File: src/rtl/p_simd_pkg.sv
// rtl/p_simd_pkg.sv - shared widths and writeback entry type for the packed-SIMD datapath
package p_simd_pkg;
  localparam int REG_WIDTH  = 64;
  localparam int REG_ADDR_W = 5;
  localparam int NUM_REGS   = 32;

  typedef struct packed {
    logic [REG_ADDR_W-1:0] rd;
    logic [REG_WIDTH-1:0]  data;
  } wb_entry_t;

  function automatic logic [NUM_REGS-1:0] rd_decode(input logic [REG_ADDR_W-1:0] rd);
    return NUM_REGS'(1) << rd;
  endfunction
endpackage

File: src/rtl/p_wb_fifo.sv
// rtl/p_wb_fifo.sv - per-source writeback result FIFO with per-entry visibility for hazard tracking
module p_wb_fifo
  import p_simd_pkg::*;
#(
  parameter int DEPTH = 4
) (
  input  logic                             clk,
  input  logic                             rst_n,
  input  logic                             push,
  input  wb_entry_t                        push_entry,
  input  logic                             pop,
  output logic                             full,
  output logic                             empty,
  output wb_entry_t                        head,
  output logic [DEPTH-1:0]                 entry_valid,
  output logic [DEPTH-1:0][REG_ADDR_W-1:0] entry_rd
);
  localparam int AW = $clog2(DEPTH);

  // Pointers carry one wrap bit above the address so full and empty are distinguishable.
  logic [AW:0] wr_ptr;
  logic [AW:0] rd_ptr;
  wb_entry_t   mem [DEPTH];
  logic        do_push;
  logic        do_pop;

  assign full    = (wr_ptr[AW-1:0] == rd_ptr[AW-1:0]) && (wr_ptr[AW] != rd_ptr[AW]);
  assign empty   = (wr_ptr == rd_ptr);
  assign do_push = push && !full;
  assign do_pop  = pop && !empty;
  assign head    = mem[rd_ptr[AW-1:0]];

  always_comb begin
    for (int i = 0; i < DEPTH; i++) entry_rd[i] = mem[i].rd;
  end

  always_ff @(posedge clk) begin
    if (do_push) mem[wr_ptr[AW-1:0]] <= push_entry;
  end

  always_ff @(posedge clk) begin
    if (!rst_n) begin
      wr_ptr      <= '0;
      rd_ptr      <= '0;
      entry_valid <= '0;
    end else begin
      if (do_push) wr_ptr <= wr_ptr + 1'b1;
      if (do_pop)  rd_ptr <= rd_ptr + 1'b1;
      // Push and pop never target the same slot: that needs full or empty, which blocks one of them.
      for (int i = 0; i < DEPTH; i++) begin
        if (do_push && wr_ptr[AW-1:0] == AW'(i))     entry_valid[i] <= 1'b1;
        else if (do_pop && rd_ptr[AW-1:0] == AW'(i)) entry_valid[i] <= 1'b0;
      end
    end
  end
endmodule

File: src/rtl/p_wb_arbiter.sv
// rtl/p_wb_arbiter.sv - round-robin writeback serializer of FMA and ALU results onto the register-file write port
module p_wb_arbiter
  import p_simd_pkg::*;
#(
  parameter int FIFO_DEPTH = 4
) (
  input  logic                  clk,
  input  logic                  rst_n,
  input  logic                  s0_valid,
  output logic                  s0_ready,
  input  logic [REG_ADDR_W-1:0] s0_rd,
  input  logic [REG_WIDTH-1:0]  s0_data,
  input  logic                  s1_valid,
  output logic                  s1_ready,
  input  logic [REG_ADDR_W-1:0] s1_rd,
  input  logic [REG_WIDTH-1:0]  s1_data,
  output logic [REG_ADDR_W-1:0] rd_address,
  output logic                  wr_enable,
  output logic [REG_WIDTH-1:0]  wr_data,
  output logic [NUM_REGS-1:0]   pending_mask
);
  logic      ready_en;
  logic      full0, empty0, full1, empty1;
  logic      gnt0, gnt1;
  logic      rr_ptr;
  wb_entry_t head0, head1;
  logic [FIFO_DEPTH-1:0]                 vld0, vld1;
  logic [FIFO_DEPTH-1:0][REG_ADDR_W-1:0] rd0, rd1;

  // ready_en keeps both sources stalled through reset and the first cycle after release.
  assign s0_ready = ready_en && !full0;
  assign s1_ready = ready_en && !full1;

  p_wb_fifo #(.DEPTH(FIFO_DEPTH)) u_fifo0 (
    .clk(clk), .rst_n(rst_n),
    .push(s0_valid && s0_ready), .push_entry('{rd: s0_rd, data: s0_data}),
    .pop(gnt0), .full(full0), .empty(empty0), .head(head0),
    .entry_valid(vld0), .entry_rd(rd0)
  );

  p_wb_fifo #(.DEPTH(FIFO_DEPTH)) u_fifo1 (
    .clk(clk), .rst_n(rst_n),
    .push(s1_valid && s1_ready), .push_entry('{rd: s1_rd, data: s1_data}),
    .pop(gnt1), .full(full1), .empty(empty1), .head(head1),
    .entry_valid(vld1), .entry_rd(rd1)
  );

  // rr_ptr=0 favours src0 when both heads are waiting.
  assign gnt0 = !empty0 && (empty1 || !rr_ptr);
  assign gnt1 = !empty1 && (empty0 || rr_ptr);

  always_ff @(posedge clk) begin
    if (!rst_n) begin
      ready_en   <= 1'b0;
      rr_ptr     <= 1'b0;
      wr_enable  <= 1'b0;
      rd_address <= '0;
      wr_data    <= '0;
    end else begin
      ready_en  <= 1'b1;
      wr_enable <= gnt0 || gnt1;
      if (gnt0) begin
        rd_address <= head0.rd;
        wr_data    <= head0.data;
        rr_ptr     <= 1'b1;
      end else if (gnt1) begin
        rd_address <= head1.rd;
        wr_data    <= head1.data;
        rr_ptr     <= 1'b0;
      end
    end
  end

  always_comb begin
    pending_mask = '0;
    for (int i = 0; i < FIFO_DEPTH; i++) begin
      if (vld0[i]) pending_mask = pending_mask | rd_decode(rd0[i]);
      if (vld1[i]) pending_mask = pending_mask | rd_decode(rd1[i]);
    end
    if (wr_enable) pending_mask = pending_mask | rd_decode(rd_address);
  end
endmodule

File: config.mk
export PLATFORM = sky130hd
export DESIGN_NAME = p_wb_arbiter
export DESIGN_NICKNAME = d
export VERILOG_FILES = /design/src/rtl/p_simd_pkg.sv /design/src/rtl/p_wb_fifo.sv /design/src/rtl/p_wb_arbiter.sv
export SDC_FILE = /design/constraint.sdc
export NUM_CORES = 1
export LEC_CHECK = 0
export CAP_MARGIN = 15
export CORE_MARGIN = 8
export CORE_UTILIZATION = 60
export CTS_BUF_LIST = sky130_fd_sc_hd__clkbuf_8
export CTS_CLUSTER_DIAMETER = 60
export DETAILED_ROUTE_END_ITERATION = 6
export GPL_TIMING_DRIVEN = 0
export PLACE_DENSITY_LB_ADDON = 0.08
export SLEW_MARGIN = 20
export SYNTH_ARGS = -nofsm -noshare
export SYNTH_HDL_FRONTEND = slang
export SYNTH_SLANG_ARGS = --single-unit
File: constraint.sdc
create_clock -name clk -period 14.5 [get_ports clk]
set_clock_uncertainty 0.15 [all_clocks]
set_input_delay 4.35 -clock clk [delete_from_list [all_inputs] [get_ports clk]]
set_output_delay 4.35 -clock clk [all_outputs]
set_load 0.02 [all_outputs]
; ---- Word-level counts from Yosys, hierarchy flattened
; Memories as Yosys holds them, arrays and structs flattened. A register that Yosys moved wholly into a read port is not among the register bits.
; Index checks and enable logic that the tools add are counted.
[word_totals]
ff_bits = 92
mem_bits_rw = 552
input_bits = 142
out_inout_bits = 104
word_cells = 147
mem_count = 2
[mem_list]
columns = name, words, width, rd, rd_ports_with_merged_regs, write_ports, line_no
row1 = u_fifo0.mem, 4, 69, 5, 1, 1, p_wb_fifo.sv:23  ; wb_entry_t mem [DEPTH];
row2 = u_fifo1.mem, 4, 69, 5, 1, 1, p_wb_fifo.sv:23
[classes]
add_sub_neg = 4
eq_ne = 18
shifts = 9
muxes = 40
bitwise_logic = 8
n_reduce_logical = 49
[ops]
columns = op, n
row1 = 32-bit two-way mux, 9
row2 = 1-bit by 5-bit left shift with 32-bit output (first input constant), 9
row3 = 32-bit bitwise OR, 8
row4 = 64-bit two-way mux, 2
row5 = 1-bit logical AND, 28
row6 = 1-bit two-way mux, 23
row7 = 2-bit nonzero test, 9
row8 = 2-bit equality test (second input constant), 8
row9 = 3-bit by 1-bit adder with 3-bit output (second input constant), 4
row10 = 5-bit two-way mux, 2
row11 = 2-bit by 1-bit equality test with 1-bit output (second input constant), 4
row12 = 2-bit zero test, 4
row13 = 2-bit two-way mux, 4
row14 = 3-bit equality test, 2
row15 = 1-bit zero test, 5
row16 = 2-bit equality test, 2
row17 = 1-bit logical OR, 3
row18 = 1-bit != test, 2

; ---- Logic depth before layout (Yosys ltp)
[depth]
word_depth = 18
depth_mapped = 6
mapped_depth_nobuf = 5

; ---- Cells and area by module
; From an unflattened synthesis, not the netlist that was laid out.
[hier_totals]
hier_cells = 1619
hier_area_um2 = 26908.3
[modules_own_cells]
columns = mod, n_inst, cells_each, area_each_um2, seq_area_each_um2
row1 = p_wb_fifo, 2, 461, 10871.7, 8528.2
row2 = p_wb_arbiter, 1, 697, 5165.0, 1441.4

; ---- Worst setup path before layout
; Ideal clock, no wire load.
[synth_path]
kind = input port to flip-flop
start = input port s1_valid
end = memory u_fifo1.mem[3][0] (netlist name), enable pin
setup_ps = 629
t_arrival_ps = 9839
required_time_ps = 13721
path_slack_ps = 3882
stages = 2
path_buffers = 0
cell_sequence = nand2_1 > a311oi_1
[synth_between]
elab_chain_len = 4
[synth_rtl]
columns = element, line_no
row1 = "start, declared", p_wb_arbiter.sv:13  ; input logic s1_valid,
row2 = 1-bit logical AND, p_wb_arbiter.sv:43  ; .push(s1_valid && s1_ready), .push_entry('{rd: s1_rd, data: s1_data}),
row3 = 1-bit logical AND, p_wb_fifo.sv:29  ; assign do_push = push && !full;
row4 = 1-bit two-way mux, p_wb_fifo.sv:38  ; if (do_push) mem[wr_ptr[AW-1:0]] <= push_entry;
row5 = 1-bit two-way mux (implied by the code), p_wb_fifo.sv:38
row6 = "end, declared", p_wb_fifo.sv:23
; No other way between the ends.

==> results.py <==
metrics = {
    "outcome": {
        "status": "complete, no violations",
    },
    "clock_network": {
        "cts_resized": 0,
        "cts-root-buf": "clkbuf_8",
        "cts_setup_buffers": 0,
        "cts_num_sinks": 648,
        "cts_buffer_depth": 3,
        "worstSkewPairLatency_ns": 0.72,
        "clk_pin_slew_worst_paths_ns": 0.06,
        "cts_tree": "built",
        "numCtsBuffers": 98,
        "cts_hold_buf": 0,
        "cts-htree-levels": 3,
    },
    "drt": {
        "route.detailed.drc": 0,
        "first_pass_iters": 6,
        "initialDrtViolationCount": 2149,
        "routedWlPerCell_um": 31.9,
        "vias": 17700,
        "drtAntennaViolNets": 0,
        "viasPerCell": 6.88,
        "drt_wl_total_um": 81800,
    },
    "sta": {
        "relSlewSlack_pct": 37.7,
        "hold_viol_final": 0,
        "fmax_mhz": 126,
        "drv_slew": 0,
        "tightestPinTransition_ns": 0.929,
        "setup_viol": 0,
        "rsz0062_at_grt": "no",
        "period_share_pct": 54.8,
        "period_needed_ns": 7.95,
    },
    "floorplanning": {
        "core_area_um2": 44100,
        "start_util_pct": 60.6,
        "fp.dieH_um": 227,
        "die_w_um": 227,
        "dieArea_um2": 51600,
        "io_pins": 246,
        "rows": 77,
    },
    "synthesis": {
        "synth.top_cell.area_share_pct": 62.0,
        "yosys_warnings": 0,
        "netlist_area_um2": 26800,
        "synth_area_leaders": "edfxtp_1 (62%), mux4_2 (12%), dfxtp_1 (7.2%), or3_1 (2.4%), o2111a_1 (2.1%)",
        "syn_avg_cell_area_um2": 17.5,
        "seq_area_frac_synth_pct": 69.1,
        "yosysTopAreaCell": "edfxtp_1",
        "synthCells": 1528,
        "synth-edff-count": 552,
        "async_reset_ff_share_pct": 0,
        "synth.distinct_cells": 54,
        "synthFlopType": "edfxtp_1",
        "ys_ff_latch": 648,
        "synth_nets": 1686,
    },
    "setup_path": {
        "r2r_cells": 5,
        "cp_max_fo": 10,
        "critPathKind": "register to output port",
        "cp_cell_sequence": "clkbuf_1, or4bb_1, o32ai_1, nor3_1, o211ai_1, clkdlybuf4s50_1",
        "cp-startpoint": "u_fifo0.mem[1][68]",
        "crit_cells": 6,
        "startpoint_type": "register",
        "ff2ff_setup_slack_ns": 11.64,
        "cp_slowest_stage_delay_ns": 0.72,
        "cp.buffers_inverters": 2,
        "worst_ep_required_time_ns": 10.00,
        "r2r-end": "wr_data[17]",
        "endpoint_kind": "output port",
        "cpMaxStageDelayCell": "or4bb_1",
        "endpoint": "pending_mask[8]",
        "critPathTopFamily": "buffers and inverters",
        "crit_arrival_ns": 3.45,
    },
    "pwr": {
        "cellLeakagePower_nw": 10.3,
        "clkPwrFrac_pct": 29.1,
        "power.density_nw_per_um2": 161,
        "p_seq_share_pct": 43.2,
        "design_power_total_mw": 5.19,
        "p_sw_mw": 1.63,
        "p_int_mw": 3.55,
        "pwr-share-comb_pct": 27.7,
        "sw_frac_of_total_pct": 31.4,
        "vdd_drop_max_uv": 154,
    },
    "hold_path": {
        "min_path_type": "register to register",
    },
    "global_route": {
        "grt_usage_pct": 31.4,
        "grt_pass1_vias": 17900,
        "antenna_found_initial": 7,
        "grt_max_degree": 45,
        "grt_pass1_wl_um": 118000,
        "gr-total-overflow": 0,
    },
    "placement": {
        "dp_hpwl_um": 55000,
        "postPlaceCellArea_um2": 30300,
        "gp_congestion": 0.955,
        "port_buffers": 245,
    },
    "finish": {
        "area_growth_pct": 20.7,
        "drive_above_1_share_pct": 18.3,
        "nets": 2046,
        "final_area_um2": 32300,
    },
    "job": {
        "cap_violations": 0,
    },
}
## Yosys cell counts (all sizes together), types with 16 or more instances
| cell | number |
|---|---|
| o211ai | 20 |
| nor3b | 20 |
| mux4 | 138 |
| or3 | 104 |
| nand2 | 31 |
| or4bb | 21 |
| o22ai | 87 |
| o22a | 16 |
| inv | 19 |
| nor2 | 20 |
| a221o | 18 |
| dfxtp | 96 |
| buf | 36 |
| nand4b | 26 |
| ha | 16 |
| nand2b | 24 |
| o2111a | 51 |
| nor3 | 29 |
| edfxtp | 552 |
| clkbuf | 79 |
## worst min path at each step
stage	start	to	slack, ns	depth (start not counted)
finish	u_fifo0.wr_ptr[2]	u_fifo0.wr_ptr[2]	0.34	2
floorplan	u_fifo0.rd_ptr[2]	u_fifo0.rd_ptr[2]	0.30	2
CTS	wr_data[24]	wr_data[24]	0.34	1
global route	u_fifo0.wr_ptr[2]	u_fifo0.wr_ptr[2]	0.37	2
global placement	u_fifo0.rd_ptr[2]	u_fifo0.rd_ptr[2]	0.32	2
detailed placement	wr_data[24]	wr_data[24]	0.32	1
## kinds of logic (layout without fill, tap and decap cells)
kind of cell / count (synthesis) / after routing / synth area share (%)
multiplexers: 143 / 143 / 11.8
XOR/XNOR: 13 / 13 / 0.454
AND/OR/NAND/NOR: 323 / 323 / 7.96
buffers and inverters: 134 / 580 / 2.20
AO/OA/AOI/OAI: 251 / 251 / 7.69
flip-flops: 648 / 648 / 69.1
other: 0 / 2 / 0
adder cells (fa/ha/maj): 16 / 16 / 0.748
## power by group through the flow
stage,Clock (mW),Sequential (mW),Combinational (mW)
2_1_floorplan,0,2.33,0.774
3_3_place_gp,0,2.27,1.36
3_5_place_dp,0,2.27,1.40
4_1_cts,1.52,2.24,1.42
5_1_grt,1.60,2.25,1.50
6_report,1.51,2.24,1.44
## metal layers
metal	global-route usage, %	vias to the layer above	wire, µm
met5	0	-	46
met4	13.1	8	3370
met3	8.39	254	8910
met2	51.5	1223	39900
met1	39.6	8995	29600
li1	-	7182	-
## flip-flops by register name, summed over array words and instances (netlist names), named ones only
| name | cells |
|---|---|
| u_fifo0.wr_ptr | 3 |
| rd_address | 5 |
| wr_data | 64 |
| u_fifo0.mem | 276 |
| ready_en | 1 |
| wr_enable | 1 |
| u_fifo0.rd_ptr | 3 |
| rr_ptr | 1 |
| u_fifo1.mem | 276 |
| u_fifo0.entry_valid | 4 |
| u_fifo1.rd_ptr | 3 |
| u_fifo1.entry_valid | 4 |
| u_fifo1.wr_ptr | 3 |
## cell usage in the layout, fill, tap and decap left out, types with 18 or more instances in the layout
cell type / netlist / routed
nor3_1: 26 / 26
or4bb_1: 21 / 21
nor2_1: 20 / 20
clkbuf_8: 0 / 116
or3_1: 104 / 104
mux4_2: 138 / 138
nand4b_1: 26 / 26
o2111a_1: 51 / 51
o22ai_1: 87 / 87
buf_2: 26 / 26
edfxtp_1: 552 / 552
nor3b_1: 20 / 20
clkdlybuf4s50_1: 0 / 245
nand2b_1: 24 / 24
a221o_1: 18 / 18
inv_1: 19 / 58
dfxtp_1: 96 / 96
o211ai_1: 20 / 20
nand2_1: 31 / 31
clkbuf_1: 76 / 76
## area by class of cell
class                      count  area [µm²]
multi-input combinational    746        7700
sequential                   648       18500
tap                          592         741
inverter                      19        71.3
clock buffer                 116        1600
fill                        2622       11800
antenna                        2        5.00
timing repair buffer         260        2730
buffer                       115         517
clock inverter                70         435
## worst register-to-register path: cells and delay by family, from the launching register on
family	cells	cell delay [ns]
buffers and inverters	3	1.52
DFF	1	0.30
muxes	1	0.43
AOI/OAI and AO/OA	1	0.34
## through the flow
stage	hold WS, ns	setup WS, ns	setup TNS, ns	util (%)	instances
floorplan	0.304	3.88	0	-	1528
global placement	0.321	-1.31	-92.55	67.9	2365
detailed placement	0.323	7.37	0	68.6	2380
CTS	0.341	6.60	0	73.2	2566
global route	0.368	6.54	0	73.2	2567
finish	0.344	6.55	0	73.2	2568
(Power assumes the default switching activity.)
